==> src/rtl/a_prio_thresh_selector_if.sv <==
// ============================================================================
// Module      : a_prio_thresh_selector_if
// Description : Arbitration bus between the bus controller and the
//               fixed-priority threshold selector.
// Revision    : 1.0 - initial release
// ============================================================================
`default_nettype none

interface a_prio_thresh_selector_if #(
  parameter int NO_MASTERS = 2,
  parameter int NO_SLAVES  = 3,
  parameter int S_ID_WIDTH = $clog2(NO_SLAVES + 1),
  parameter int M_ID_WIDTH = $clog2(NO_MASTERS)
);
  logic                  state;
  logic [M_ID_WIDTH-1:0] master_in;
  logic [S_ID_WIDTH-1:0] slave_in;
  logic [S_ID_WIDTH-1:0] slave_id [0:NO_MASTERS-1];
  logic                  thresh;
  logic [M_ID_WIDTH-1:0] master_out;
  logic [S_ID_WIDTH-1:0] slave_out;
  logic                  request;

  modport master (
    output state, master_in, slave_in, slave_id,
    input  thresh, master_out, slave_out, request
  );

  modport slave (
    input  state, master_in, slave_in, slave_id,
    output thresh, master_out, slave_out, request
  );
endinterface

`default_nettype wire

==> src/rtl/a_prio_thresh_selector.sv <==
// ============================================================================
// Module      : a_prio_thresh_selector
// Description : Fixed-priority master selector with a bus-hold threshold
//               counter. Define A_PRIO_THRESH_PREEMPT_EN to let any other
//               requester preempt once the holder has reached the threshold.
// Revision    : 1.0 - initial release
// ============================================================================
`default_nettype none

module a_prio_thresh_selector #(
  parameter int NO_MASTERS = 2,
  parameter int NO_SLAVES  = 3,
  parameter int THRESH     = 1000,
  parameter int S_ID_WIDTH = $clog2(NO_SLAVES + 1),
  parameter int M_ID_WIDTH = $clog2(NO_MASTERS)
) (
  input  wire logic              clk,
  input  wire logic              rst,
  a_prio_thresh_selector_if.slave bus
);

  localparam int                    c_cnt_w     = $clog2(THRESH + 1);
  localparam logic [c_cnt_w-1:0]    c_thresh    = c_cnt_w'(THRESH);
  localparam logic [S_ID_WIDTH-1:0] c_max_slave = S_ID_WIDTH'(NO_SLAVES);

  logic [c_cnt_w-1:0]    r_cnt;
  logic [M_ID_WIDTH-1:0] r_prev_master;
  logic                  r_thresh;

  logic [c_cnt_w-1:0]    w_cnt_next;
  logic                  w_preempt;
  logic [NO_MASTERS-1:0] w_eligible;
  logic                  w_request;
  logic [M_ID_WIDTH-1:0] w_master_sel;
  logic [S_ID_WIDTH-1:0] w_slave_sel;

`ifdef A_PRIO_THRESH_PREEMPT_EN
  assign w_preempt = r_thresh;
`else
  assign w_preempt = 1'b0;
`endif

  // In STOP only strictly higher-priority masters may take over, unless the
  // holder has exceeded its hold budget and preemption is enabled.
  always_comb begin
    w_eligible = '0;
    for (int i = 0; i < NO_MASTERS; i++) begin
      w_eligible[i] = (bus.slave_id[i] != '0) && (bus.slave_id[i] <= c_max_slave) &&
                      (!bus.state ||
                       (M_ID_WIDTH'(i) < bus.master_in) ||
                       (w_preempt && (M_ID_WIDTH'(i) != bus.master_in)));
    end
  end

  // Scan from lowest priority upward so the lowest eligible index wins.
  always_comb begin
    w_request    = 1'b0;
    w_master_sel = bus.master_in;
    w_slave_sel  = bus.slave_in;
    for (int i = NO_MASTERS - 1; i >= 0; i--) begin
      if (w_eligible[i]) begin
        w_request    = 1'b1;
        w_master_sel = M_ID_WIDTH'(i);
        w_slave_sel  = bus.slave_id[i];
      end
    end
  end

  always_comb begin
    w_cnt_next = r_cnt;
    if (!bus.state || (bus.master_in != r_prev_master)) begin
      w_cnt_next = '0;
    end else if (r_cnt != c_thresh) begin
      w_cnt_next = r_cnt + 1'b1;
    end
  end

  always_ff @(posedge clk) begin
    if (rst) begin
      r_cnt         <= '0;
      r_prev_master <= '0;
      r_thresh      <= 1'b0;
    end else begin
      r_cnt         <= w_cnt_next;
      r_prev_master <= bus.master_in;
      r_thresh      <= (w_cnt_next == c_thresh);
    end
  end

  assign bus.thresh     = r_thresh;
  assign bus.request    = w_request;
  assign bus.master_out = w_master_sel;
  assign bus.slave_out  = w_slave_sel;

endmodule

`default_nettype wire

==> src/flat_wrapper.sv <==
// flat-port wrapper written by rule: the top's interface ports become plain ports
module a_prio_thresh_selector_flat 
#(
  parameter int NO_MASTERS = 2,
  parameter int NO_SLAVES  = 3,
  parameter int THRESH     = 1000,
  parameter int S_ID_WIDTH = $clog2(NO_SLAVES + 1),
  parameter int M_ID_WIDTH = $clog2(NO_MASTERS)
)
  (clk, rst, bus_state, bus_master_in, bus_slave_in, bus_slave_id, bus_thresh, bus_master_out, bus_slave_out, bus_request);
  a_prio_thresh_selector_if #(.NO_MASTERS(NO_MASTERS), .NO_SLAVES(NO_SLAVES), .S_ID_WIDTH(S_ID_WIDTH), .M_ID_WIDTH(M_ID_WIDTH)) bus_i ();
  input  wire logic clk;
  input  wire logic rst;
  input wire logic [$bits(bus_i.state)-1:0] bus_state;
  input wire logic [$bits(bus_i.master_in)-1:0] bus_master_in;
  input wire logic [$bits(bus_i.slave_in)-1:0] bus_slave_in;
  input wire logic [$bits(bus_i.slave_id)-1:0] bus_slave_id;
  output wire logic [$bits(bus_i.thresh)-1:0] bus_thresh;
  output wire logic [$bits(bus_i.master_out)-1:0] bus_master_out;
  output wire logic [$bits(bus_i.slave_out)-1:0] bus_slave_out;
  output wire logic [$bits(bus_i.request)-1:0] bus_request;
  assign bus_i.state = bus_state;
  assign bus_i.master_in = bus_master_in;
  assign bus_i.slave_in = bus_slave_in;
  assign bus_i.slave_id = {>>{bus_slave_id}};
  assign bus_thresh = bus_i.thresh;
  assign bus_master_out = bus_i.master_out;
  assign bus_slave_out = bus_i.slave_out;
  assign bus_request = bus_i.request;
  a_prio_thresh_selector #(.NO_MASTERS(NO_MASTERS), .NO_SLAVES(NO_SLAVES), .THRESH(THRESH), .S_ID_WIDTH(S_ID_WIDTH), .M_ID_WIDTH(M_ID_WIDTH)) u_core (.clk(clk), .rst(rst), .bus(bus_i));
endmodule
==> config.mk <==
export PLATFORM = sky130hd
export DESIGN_NAME = a_prio_thresh_selector_flat
export DESIGN_NICKNAME = d
export VERILOG_FILES = /design/src/rtl/a_prio_thresh_selector_if.sv /design/src/rtl/a_prio_thresh_selector.sv /design/src/flat_wrapper.sv
export SDC_FILE = /design/constraint.sdc
export NUM_CORES = 1
export LEC_CHECK = 0
export CAP_MARGIN = 20
export CORE_MARGIN = 2
export CORE_UTILIZATION = 35
export DETAILED_ROUTE_END_ITERATION = 6
export PLACE_DENSITY = 0.59
export SYNTH_ARGS = -nofsm -noshare
export SYNTH_HDL_FRONTEND = slang
export SYNTH_SLANG_ARGS = --single-unit
==> constraint.sdc <==
create_clock -name clk -period 5.7 [get_ports clk]
set_input_delay 0.855 -clock clk [delete_from_list [all_inputs] [get_ports clk]]
set_output_delay 0.855 -clock clk [all_outputs]
set_load 0.05 [all_outputs]
# After elaboration in Yosys (flattened, before gate mapping)
# Index checks and enable logic that the tools add are counted.
# word_totals
ff_bits	12
ramBits	0
memories	0
word_cells	29
mem_bits_ro	0
output_inout_bits	5
latch_bits	0
# op_classes
reduce_logical	10
addsub	1
muxes	8
n_eq_ne	3
multipliers	0
shift	0
n_div	0
bitwise	0
n_lt_le_gt_ge	4
# ops
op	n
10-bit two-way mux	2
10-bit by 1-bit adder with 10-bit output (second input constant)	1
10-bit == test (second input constant)	1
10-bit inequality test (second input constant)	1
2-bit <= comparator (second input constant)	2
1-bit logical AND	4
1-bit two-way mux	4
2-bit two-way mux	2
2-bit nonzero test	2
1-bit logical OR	3
1-bit less-than comparator (first input constant)	2
1-bit zero test	1
1-bit inequality test	1

# Longest topological paths before layout
# depth
depth_word	5
depth_mapped	7
ltp_nobuf	6

# Least setup slack after synthesis
# OpenSTA, ideal clock, no wires.
# synth_path
path_type	in2out
start	input bus_state
end	output bus_slave_out[0]
path_slack_ps	2436
path_buffers	1
cell_stages	4
t_required_ps	4845
arrival_time_ps	2409
path_cell_list	clkbuf_1 nand2b_1 and2_0 o21ai_0
# synth_via
elab_chain_cells	5
elab_cells_between_ends	7
cone_classes	2 x mux; 5 x reduce/logical
# synth_lines
item	line_no	rtl
from (decl)	flat_wrapper.sv:14	input wire logic [$bits(bus_i.state)-1:0] bus_state;
1-bit zero test *	a_prio_thresh_selector.sv:49	(!bus.state ||
1-bit logical OR	a_prio_thresh_selector.sv:49	
1-bit logical AND	a_prio_thresh_selector.sv:48	w_eligible[i] = (bus.slave_id[i] != '0) && (bus.slave_id[i] <= c_max_slave) &&
2-bit two-way mux	a_prio_thresh_selector.sv:61	if (w_eligible[i]) begin
2-bit two-way mux *	a_prio_thresh_selector.sv:61	
to (decl)	flat_wrapper.sv:20	output wire logic [$bits(bus_i.slave_out)-1:0] bus_slave_out;
# Mark *: on every way between the ends. The rest lies on a longest branch, timed or not.

# Worst setup path after layout
# Ends and elaborated chain as after synthesis.

==> metrics <==
hpwl dp 1.21 mm; final hold slack 0.585 ns; RSZ-0062 raised after global routing no; antenna violations before repair 0; Layout Skew 0.000610 ns; First DRT Iteration DRCs 8; CP Launch Type primary input; Clock Sinks 12; CP peak stage delay 0.83 ns; final setup vio count 0; Synth Register Bits 12; Core Footprint 2170 sq um; Final min period 3.55 ns; GPL Wtd Cong 0.755; Worst setup EP type output port; Clk pin slew, worst setup/hold paths 0.08 ns; Synth cell types 41; total stage count of the critical path 5; Max Fclk 282 MHz; largest net degree at the start of global routing 10; CP delay by family, top buffers and inverters; worst hold path class flip-flop to flip-flop; max cap viols 0; 1st-pass router iterations 4; Die ar. 2640 sq um; Critical Path RT 4.85 ns; VDD IR max 130 uV; top-area cell type share of the netlist area 30.6%; PostCTS Resize Cnt 0; share of cells above drive strength 1 6.31%; hold depth 2; Vert. Die Dim 51.4 microns; Top FF cell, synth dfxtp_1; Finished Cell Area 978 sq um; wire per inst 11.8 microns; Post-synth EDFFs 0; hold_buf cts 0; Tcrit/Tclk final 62.2%; remaining routing DRC violations 0; cell mode on critical path clkdlybuf4s50_1; syn_nets 108; Clk Latency, worst-skew pair 0.28 ns; main area contributors after synthesis dfxtp_1 (31%), xnor2_1 (5.6%), nor2_1 (4.3%), nand3_1 (3.8%), a21oi_1 (3.2%); CP Data Arrival Time 2.69 ns; final hold violation count 0; synthesized area 786 sq um; fin. max-slew vios 0; Worst R2R Path Depth 5; CTS Buf Count 3; Max clock buf depth 2; setup bufs post-CTS 0; syn avg cell area 8.18 sq um; post-synthesis sequential area ratio 30.6%; I/O pin count 15; Least-Margin Pin Slew 0.502 ns; Cells after Synth 96; global-route wire length before repair 2.84 mm; Root Driver clkbuf_4; Leak 0.320 nW; ANT cells 0; Yosys top cell by area dfxtp_1; CP Cell Sequence clkdlybuf4s50_1, nand2b_1, and2_0, o21ai_0, clkdlybuf4s50_1; Slew headroom 66.4%; Final #Nets 124; I/O Buffers 14; CTS tree built; share of synthesized flip-flops with an asynchronous set or reset 0%; Yosys warning count 0; DIE WIDTH 51.4 microns; final WL 1.64 mm; post-DR vias/cell 5.41; slowest cell on the critical path clkdlybuf4s50_1; grt total ovfl 0; Placed Area 942 sq um; Antenna Nets Post-Route 0; WS Path Type primary input to output port; vias in the first global route 708; P per Cell Area 190 nW/um^2; GRT Util Overall 14.4%; starting density of the core 36.2%; vias 752; CP bufs+invs 2; CP max FO 8; area added between synthesis and finish 24.5%; status finished clean; H-tree depth 1; Fin Setup TNS 0 ns; Site Rows 17
registers in the layout, summed over array words and instances (netlist names):
signal and count:
u_core.r_cnt 10, u_core.r_prev_master 1, u_core.bus.thresh 1
routing by layer:
metal / part of all wire (%) / vias up / global-route usage (%)
met5: 0 / - / 0
met4: 1.8 / 0 / 7.46
met3: 6.2 / 5 / 5.56
met2: 43 / 19 / 22.4
met1: 49 / 338 / 16.9
li1: - / 390 / -
report_power, final:
part	total, mW	switching (mW)	internal [mW]
combinational	0.0309	0.0170	0.0139
sequential	0.0857	0.00111	0.0846
clock	0.0690	0.0301	0.0389
total	0.186	0.0482	0.137
metrics by stage:
step	cells	power, mW	util (%)	worst slack, ns
2_1_floorplan	96	0.106	-	2.44
3_3_place_gp	135	0.119	43.4	2.14
3_5_place_dp	135	0.119	43.4	2.14
4_1_cts	139	0.188	45.1	2.14
5_1_grt	139	0.195	45.1	2.07
6_report	139	0.186	45.1	2.15
kinds of logic (layout without fill, tap and decap cells):
| group | Yosys count | after routing | share of synthesized area (%) |
|---|---|---|---|
| AOI/OAI and AO/OA | 21 | 21 | 19.1 |
| adders and majority gates | 2 | 2 | 3.18 |
| and+or+nand+nor | 46 | 46 | 34.6 |
| xor gates and xnor gates | 7 | 7 | 7.80 |
| buffers and inverters | 8 | 23 | 4.78 |
| DFF | 12 | 12 | 30.6 |
cells in the mapped netlist (2+ instances only):
cell      number
inv_1          5
o21ai_0        4
nand2b_1       2
ha_1           2
xnor2_1        5
xor2_1         2
nand4_1        2
o21bai_1       2
nor4_1         4
a21oi_1        5
nor3_1         3
nand3b_1       3
nor2b_1        2
clkbuf_1       2
nor2_1         9
nand3_1        6
nand2_1        3
dfxtp_1       12
cell type report:
class | count | area (sq um)
Clock buffer | 4 | 36.3
Fill cell | 227 | 1190
Inverter | 5 | 18.8
Multi-Input combinational cell | 76 | 508
Sequential cell | 12 | 240
Tap cell | 28 | 35.0
Timing Repair Buffer | 14 | 140
placed cells by master (no fill, tap or decap), types with 2 or more instances in the layout:
cell type	netlist	routed
nand2_1	3	3
inv_1	5	5
nand2b_1	2	2
nor2_1	9	9
o21ai_0	4	4
nor3_1	3	3
nor2b_1	2	2
clkdlybuf4s50_1	0	14
xnor2_1	5	5
dfxtp_1	12	12
nand3_1	6	6
ha_1	2	2
nor4_1	4	4
nand4_1	2	2
clkbuf_4	0	3
nand3b_1	3	3
o21bai_1	2	2
a21oi_1	5	5
xor2_1	2	2
worst register-to-register path: cells and delay by family (launching register included):
| family | cells | cell delay [ns] |
|---|---|---|
| DFF | 1 | 0.39 |
| adders and majority gates | 1 | 0.32 |
| AOI/OAI and AO/OA | 2 | 0.61 |
| and+or+nand+nor | 2 | 0.59 |
path summary, 6_finish.rpt:
kind	from	endpoint	slack, ns
setup reg to reg	u_core.r_cnt[0]	u_core.bus.thresh	3.71
hold / removal	u_core.r_cnt[5]	u_core.r_cnt[5]	0.59
hold reg to reg	u_core.r_cnt[5]	u_core.r_cnt[5]	0.59
setup / recovery	bus_state	bus_slave_out[0]	2.15
(Power assumes the default switching activity.)
